[config.mk]
export PLATFORM = sky130hd
export DESIGN_NAME = psram_capture_ctrl_flat
export DESIGN_NICKNAME = d
export VERILOG_FILES = /design/src/rtl/psram_pkg.sv /design/src/rtl/psram_capture_ctrl_if.sv /design/src/rtl/ring_addr_gen.sv /design/src/rtl/psram_capture_ctrl.sv /design/src/flat_wrapper.sv
export SDC_FILE = /design/constraint.sdc
export NUM_CORES = 1
export LEC_CHECK = 0
export ABC_AREA = 1
export BUFFER_PORTS_ARGS = -buffer_cell sky130_fd_sc_hd__clkbuf_2
export CAP_MARGIN = 20
export CORE_MARGIN = 4
export CORE_UTILIZATION = 31
export CTS_CLUSTER_SIZE = 20
export DETAILED_ROUTE_END_ITERATION = 16
export PLACE_DENSITY = 0.56
export SETUP_SLACK_MARGIN = 0.5
export SYNTH_ARGS = -nofsm -noshare
export SYNTH_HDL_FRONTEND = slang
export SYNTH_SLANG_ARGS = --single-unit
[constraint.sdc]
create_clock -name clk -period 4.1 [get_ports clk]
set_clock_uncertainty 0.05 [all_clocks]
set_input_delay 0 -clock clk [delete_from_list [all_inputs] [get_ports clk]]
set_output_delay 0 -clock clk [all_outputs]
set_load 0.03 [all_outputs]
[src/rtl/psram_pkg.sv]
// Shared types and constants for the PSRAM capture sequencer.
package psram_pkg;

  typedef enum logic [2:0] {
    IDLE  = 3'd0,
    ARMED = 3'd1,
    POST  = 3'd2,
    DRAIN = 3'd3,
    DONE  = 3'd4
  } cap_state_t;

  localparam int BURST_BYTES  = 16;
  localparam int BURST_BEATS  = 8;
  localparam int PSRAM_ADDR_W = 25;

endpackage

[src/rtl/psram_capture_ctrl_if.sv]
// Write-address / write-response channel between the capture sequencer and psram_ctrl.
interface psram_capture_ctrl_if #(
  parameter int ADDR_W = 25
);
  logic [ADDR_W-1:0] awaddr;
  logic              awvalid;
  logic              awready;
  logic              bvalid;

  modport master (output awaddr, output awvalid, input awready, input bvalid);
  modport slave  (input awaddr, input awvalid, output awready, output bvalid);
endinterface

[src/rtl/ring_addr_gen.sv]
// Burst address pointer over a circular PSRAM region, with a sticky wrapped flag.
module ring_addr_gen
  import psram_pkg::*;
#(
  parameter int                ADDR_W     = PSRAM_ADDR_W,
  parameter logic [ADDR_W-1:0] BASE_ADDR  = 25'h000_0000,
  parameter logic [ADDR_W-1:0] RING_BYTES = 25'h080_0000
) (
  input  logic              clk,
  input  logic              reset,
  input  logic              init,
  input  logic              step,
  output logic [ADDR_W-1:0] addr,
  output logic              wrapped
);

  // One extra bit so the end-of-ring compare survives a ring ending at the top of memory.
  localparam logic [ADDR_W:0] RING_END = {1'b0, BASE_ADDR} + {1'b0, RING_BYTES};
  localparam logic [ADDR_W:0] STEP     = (ADDR_W + 1)'(BURST_BYTES);

  logic [ADDR_W-1:0] addr_q, addr_d;
  logic              wrapped_q, wrapped_d;
  logic [ADDR_W:0]   next_s;

  always_comb begin
    next_s    = {1'b0, addr_q} + STEP;
    addr_d    = addr_q;
    wrapped_d = wrapped_q;
    if (init) begin
      addr_d    = BASE_ADDR;
      wrapped_d = 1'b0;
    end else if (step) begin
      if (next_s == RING_END) begin
        addr_d    = BASE_ADDR;
        wrapped_d = 1'b1;
      end else begin
        addr_d    = next_s[ADDR_W-1:0];
        wrapped_d = wrapped_q;
      end
    end else begin
      addr_d    = addr_q;
      wrapped_d = wrapped_q;
    end
  end

  always_ff @(posedge clk) begin
    if (reset) begin
      addr_q    <= BASE_ADDR;
      wrapped_q <= 1'b0;
    end else begin
      addr_q    <= addr_d;
      wrapped_q <= wrapped_d;
    end
  end

  assign addr    = addr_q;
  assign wrapped = wrapped_q;

endmodule

[src/rtl/psram_capture_ctrl.sv]
// ADC capture sequencer: arm/trigger/post-trigger control issuing one 16-byte write burst at a time.
module psram_capture_ctrl
  import psram_pkg::*;
#(
  parameter int                ADDR_W      = PSRAM_ADDR_W,
  parameter logic [ADDR_W-1:0] BASE_ADDR   = 25'h000_0000,
  parameter logic [ADDR_W-1:0] RING_BYTES  = 25'h080_0000,
  parameter logic [15:0]       POST_BURSTS = 16'd1024
) (
  input  logic                  clk,
  input  logic                  reset,
  input  logic                  arm,
  input  logic                  trigger,
  input  logic                  abort,
  input  logic                  psram_ready,
  input  logic                  fifo_almost_empty,
  psram_capture_ctrl_if.master  aw,
  output logic [ADDR_W-1:0]     trig_addr,
  output logic                  wrapped,
  output logic                  busy,
  output logic                  done
);

  cap_state_t        state_q, state_d;
  logic [15:0]       post_cnt_q, post_cnt_d;
  logic              outst_q, outst_d;
  logic              awvalid_q, awvalid_d;
  logic [ADDR_W-1:0] trig_addr_q, trig_addr_d;
  logic              busy_q, busy_d;
  logic              done_q, done_d;
  logic              init_s, issue_s, issue_ok_s, hs_s;
  logic [ADDR_W-1:0] addr_s;

  ring_addr_gen #(
    .ADDR_W     (ADDR_W),
    .BASE_ADDR  (BASE_ADDR),
    .RING_BYTES (RING_BYTES)
  ) u_ring (
    .clk     (clk),
    .reset   (reset),
    .init    (init_s),
    .step    (hs_s),
    .addr    (addr_s),
    .wrapped (wrapped)
  );

  assign hs_s       = awvalid_q & aw.awready;
  // Single burst in flight: the FIFO level lags a cycle behind each accepted burst.
  assign issue_ok_s = psram_ready & ~fifo_almost_empty & ~awvalid_q & ~outst_q;

  always_comb begin
    state_d     = state_q;
    post_cnt_d  = post_cnt_q;
    trig_addr_d = trig_addr_q;
    init_s      = 1'b0;
    issue_s     = 1'b0;
    case (state_q)
      IDLE, DONE: begin
        if (arm) begin
          state_d    = ARMED;
          init_s     = 1'b1;
          post_cnt_d = 16'd0;
        end else begin
          state_d = state_q;
        end
      end
      ARMED: begin
        if (abort) begin
          state_d = DRAIN;
        end else begin
          issue_s = issue_ok_s;
          if (trigger) begin
            state_d     = POST;
            trig_addr_d = addr_s;
          end else begin
            state_d = ARMED;
          end
        end
      end
      POST: begin
        if (hs_s && (post_cnt_q < POST_BURSTS)) begin
          post_cnt_d = post_cnt_q + 16'd1;
        end else begin
          post_cnt_d = post_cnt_q;
        end
        if (abort) begin
          state_d = DRAIN;
        end else if (post_cnt_q < POST_BURSTS) begin
          issue_s = issue_ok_s;
        end else if (!outst_q && !awvalid_q) begin
          state_d = DONE;
        end else begin
          state_d = POST;
        end
      end
      DRAIN: begin
        if (!awvalid_q && !outst_q) begin
          state_d = IDLE;
        end else begin
          state_d = DRAIN;
        end
      end
      default: begin
        state_d = IDLE;
      end
    endcase

    if (hs_s) begin
      awvalid_d = 1'b0;
    end else if (issue_s) begin
      awvalid_d = 1'b1;
    end else begin
      awvalid_d = awvalid_q;
    end

    if (hs_s) begin
      outst_d = 1'b1;
    end else if (aw.bvalid) begin
      outst_d = 1'b0;
    end else begin
      outst_d = outst_q;
    end

    busy_d = (state_d != IDLE) && (state_d != DONE);
    done_d = (state_d == DONE);
  end

  always_ff @(posedge clk) begin
    if (reset) begin
      state_q     <= IDLE;
      post_cnt_q  <= 16'd0;
      outst_q     <= 1'b0;
      awvalid_q   <= 1'b0;
      trig_addr_q <= {ADDR_W{1'b0}};
      busy_q      <= 1'b0;
      done_q      <= 1'b0;
    end else begin
      state_q     <= state_d;
      post_cnt_q  <= post_cnt_d;
      outst_q     <= outst_d;
      awvalid_q   <= awvalid_d;
      trig_addr_q <= trig_addr_d;
      busy_q      <= busy_d;
      done_q      <= done_d;
    end
  end

  assign aw.awaddr  = addr_s;
  assign aw.awvalid = awvalid_q;
  assign trig_addr  = trig_addr_q;
  assign busy       = busy_q;
  assign done       = done_q;

endmodule

[src/flat_wrapper.sv]
// flat-port wrapper written by rule: the top's interface ports become plain ports
module psram_capture_ctrl_flat import psram_pkg::*;
#(
  parameter int                ADDR_W      = PSRAM_ADDR_W,
  parameter logic [ADDR_W-1:0] BASE_ADDR   = 25'h000_0000,
  parameter logic [ADDR_W-1:0] RING_BYTES  = 25'h080_0000,
  parameter logic [15:0]       POST_BURSTS = 16'd1024
)
  (clk, reset, arm, trigger, abort, psram_ready, fifo_almost_empty, trig_addr, wrapped, busy, done, aw_awaddr, aw_awvalid, aw_awready, aw_bvalid);
  psram_capture_ctrl_if #(.ADDR_W(ADDR_W)) aw_i ();
  input  logic clk;
  input  logic reset;
  input  logic arm;
  input  logic trigger;
  input  logic abort;
  input  logic psram_ready;
  input  logic fifo_almost_empty;
  output logic [ADDR_W-1:0] trig_addr;
  output logic wrapped;
  output logic busy;
  output logic done;
  output wire logic [$bits(aw_i.awaddr)-1:0] aw_awaddr;
  output wire logic [$bits(aw_i.awvalid)-1:0] aw_awvalid;
  input wire logic [$bits(aw_i.awready)-1:0] aw_awready;
  input wire logic [$bits(aw_i.bvalid)-1:0] aw_bvalid;
  assign aw_awaddr = aw_i.awaddr;
  assign aw_awvalid = aw_i.awvalid;
  assign aw_i.awready = aw_awready;
  assign aw_i.bvalid = aw_bvalid;
  psram_capture_ctrl #(.ADDR_W(ADDR_W), .BASE_ADDR(BASE_ADDR), .RING_BYTES(RING_BYTES), .POST_BURSTS(POST_BURSTS)) u_core (.clk(clk), .reset(reset), .arm(arm), .trigger(trigger), .abort(abort), .psram_ready(psram_ready), .fifo_almost_empty(fifo_almost_empty), .aw(aw_i), .trig_addr(trig_addr), .wrapped(wrapped), .busy(busy), .done(done));
endmodule
==> impl_results.md <==
* Crit-path cells: nand2_1, inv_1, nand2_1, nand2_2, nand4_1, inv_1, nand3_1, o21ai_0, a21oi_1
* Pwr per Cell Area at about 350 nW/um^2
* I/O pin total at between 60 and 70
* # rows at 37
* Status: completed
* Final GP Congestion at ~0.9
* Post-placement cell area at between 3000 and 4000 sq um
* FMAX at ~360 MHz
* # DRC at 0
* Synthesis-stage register bit count at 66
* Synth Instances at 480
* DIE HEIGHT at approximately 110 um
* Ys Warns at 0
* Dpl hpwl at roughly 6400 um
* Initial core utilization at 0.320
* Measured slew at the worst slew-check pin at 1020 ps
* Area contributors post-synth: dfxtp_1 40%, nand2_1 11%, nor2_1 8.5%
* Port Buffers at 54
* Reg clk slew, reported paths at approximately 70 ps
* Area growth syn-to-layout at 18.9%
* Routed vias at 3158
* Crit. End Element: flop
* Worst slew margin at 0.318
* Post-synthesis mux area share at 0
* Number of antenna violations at the first check in global routing at 0
* Area leader, netlist: dfxtp_1
* H-Tree Level Count at 3
* Post-Syn Area at 3310 sq um
* Vias/cell at 4.65
* ANT cells at 0
* Drt wl/cell at between 10 and 15 um
* Final hold viol count at 0
* CTS root buf: clkbuf_8
* Layout cell share with drive strength beyond 1 at 0.188
* CTS buffer count at 9
* Final slew viol count at 0
* Peak VDD IR at roughly 0.16 mV
* Clk_lat worst skew at 350 ps
* Post-CTS Resized at 0
* First-pass GRT wire length at about 15000 um
* Largest net degree at the start of global routing at 40
* Distinct cells, synth at 33
* Xor/xnor share of the synthesized area at 0.0155
* Sequential area share after synthesis at 0.399
* Final #Nets at 550
* Crit path time final at roughly 2800 ps
* TritonCTS clock tree: yes
* Total track usage at 0.144
* RSZ-0062 raised after global routing: false
* Gr ovfl total at 0
* Synth top area share at 0.399
* Simple logic cell fraction of the synthesized area at 0.332
* Count of final setup violators at 0
* Worst hold path type: in2reg
* CP max FO at 26
* Die X at 111 um
* Slowest Stage Delay on Critical Path at between 700 and 800 ps
* Post-route antenna net violation count at 0
* CP max stage cell: inv_1
* Compound-Gate Fraction of Synth Area at 0.146
* # fillers at ~1.1k
* Largest family of logic cells by synthesized area: simple AND/OR/NAND/NOR gates
* DR iter-0 viols at 156
* CTS Sinks at 66
* Die area at 12400 sq um
* Req. time, crit path at roughly 4300 ps
* Final instance area at approximately 4000 sq um
* Max Cap Violations at 0
* Vias in the first global route at 2993
* Final WL at between 8000 and 9000 um
* Initial DRT Pass Iterations at 5
* Critical path arrival at between 2000 and 3000 ps
* CTS Buffer Depth at 2
* Reg-to-reg slack, setup at 1350 ps
* Period utilization at 0.672
* Core region area at between 10000 and 15000 sq um
* Syn Area/Cell at about 6.9 sq um
* Synthesized-area fraction occupied by adder cells at 0.0113
* Leakage power at 1.67 nW
* Setup crit start kind: flop
* Fin Setup TNS at 0 ps
* Kind of critical path: reg2reg
-- sequential cells by signal, indices dropped and copies added, names as in the netlist --
signal,flops
u_core.done,1
u_core.busy,1
u_core.u_ring.addr,21
u_core.trig_addr,21
u_core.outst_q,1
u_core.post_cnt_q,16
u_core.u_ring.wrapped,1
u_core.aw.awvalid,1
u_core.state_q,3
-- per-stage QoR --
step	std cells	total power [mW]	util	hold slack [ps]	setup WS [ps]
2_1_floorplan	487	0.809	-	19.1	2060
3_3_place_gp	655	0.844	0.353	210	1450
3_5_place_dp	655	0.845	0.353	216	1340
4_1_cts	678	1.41	0.378	2.75	1310
5_1_grt	679	1.46	0.380	50.2	907
6_report	679	1.39	0.380	18.4	1350
-- critical path: cells and delay by family, from the launching register on --
kind | cells | cell delay [ps]
and+or+nand+nor | 5 | 1100
buffers and inverters | 2 | 890
DFF | 1 | 370
AOI/OAI and AO/OA | 2 | 230
-- metal layers --
metal,share of wire,GRT usage
met1,0.45,0.186
met2,0.45,0.227
met3,0.074,0.0386
met4,0.026,0.0584
met5,0,0
-- cell usage in the layout (no fill, tap or decap), drive strengths merged, types with 5 or more instances in the layout --
cell,synthesis,layout
a211oi,9,9
a21oi,44,44
clkbuf,11,65
conb,1,8
dfxtp,66,66
dlygate4sd3,0,7
inv,52,52
nand2,107,107
nand3,25,25
nand4,11,11
nor2,88,88
nor3,6,6
o21ai,33,33
xor2,5,5
-- Yosys cell counts --
library cell / n
a211oi_1: 9
a21oi_1: 43
a21oi_2: 1
and2_1: 1
buf_2: 1
buf_4: 10
clkbuf_1: 11
conb_1: 1
dfxtp_1: 66
ha_1: 3
inv_1: 49
inv_2: 3
nand2_1: 98
nand2_2: 7
nand2_4: 2
nand3_1: 22
nand3_2: 3
nand3b_1: 1
nand4_1: 11
nor2_1: 75
nor2_2: 7
nor2_4: 6
nor3_1: 6
nor3b_1: 1
nor4_1: 1
o2111ai_1: 1
o21ai_0: 32
o21ai_1: 1
o21bai_1: 1
o221a_2: 1
or2_2: 1
xor2_1: 4
xor2_2: 1
-- final cells by class --
type	count	area, sq um	share of cell area
multi-input cells	347	1700	0.432
clock inverters	5	53.8	0.0137
flip-flops and latches	66	1320	0.335
inverters	52	195	0.0495
repair buffers	62	355	0.0902
well taps	136	170	0.0432
clock buffers	11	141	0.0359
-- cells by family after synthesis --
group	Yosys count
and+or+nand+nor	242
AOI/OAI and AO/OA	89
buffers and inverters	74
DFF	66
xor gates and xnor gates	5
adders and majority gates	3
other	1
-- path summary, 6_finish.rpt --
path	startpoint	endpoint	depth (start not counted)
max	u_core.aw.awvalid	u_core.post_cnt_q[8]	9
min	abort	u_core.done	4
max reg2reg	u_core.aw.awvalid	u_core.post_cnt_q[8]	9
min reg2reg	u_core.post_cnt_q[11]	u_core.post_cnt_q[11]	2
-- report_power, final --
part	switching, mW	internal (mW)	leakage (nW)
Clock	0.261	0.296	0.103
Sequential	0.0138	0.662	0.534
Combinational	0.117	0.0424	1.04
-- timing repair --
action,CTS,global route
endpoints found under the setup margin,0,0
hold buffers,7,0
hold endpoints to repair,13,0
buffers inserted,0,0
(Power assumes the default switching activity.)
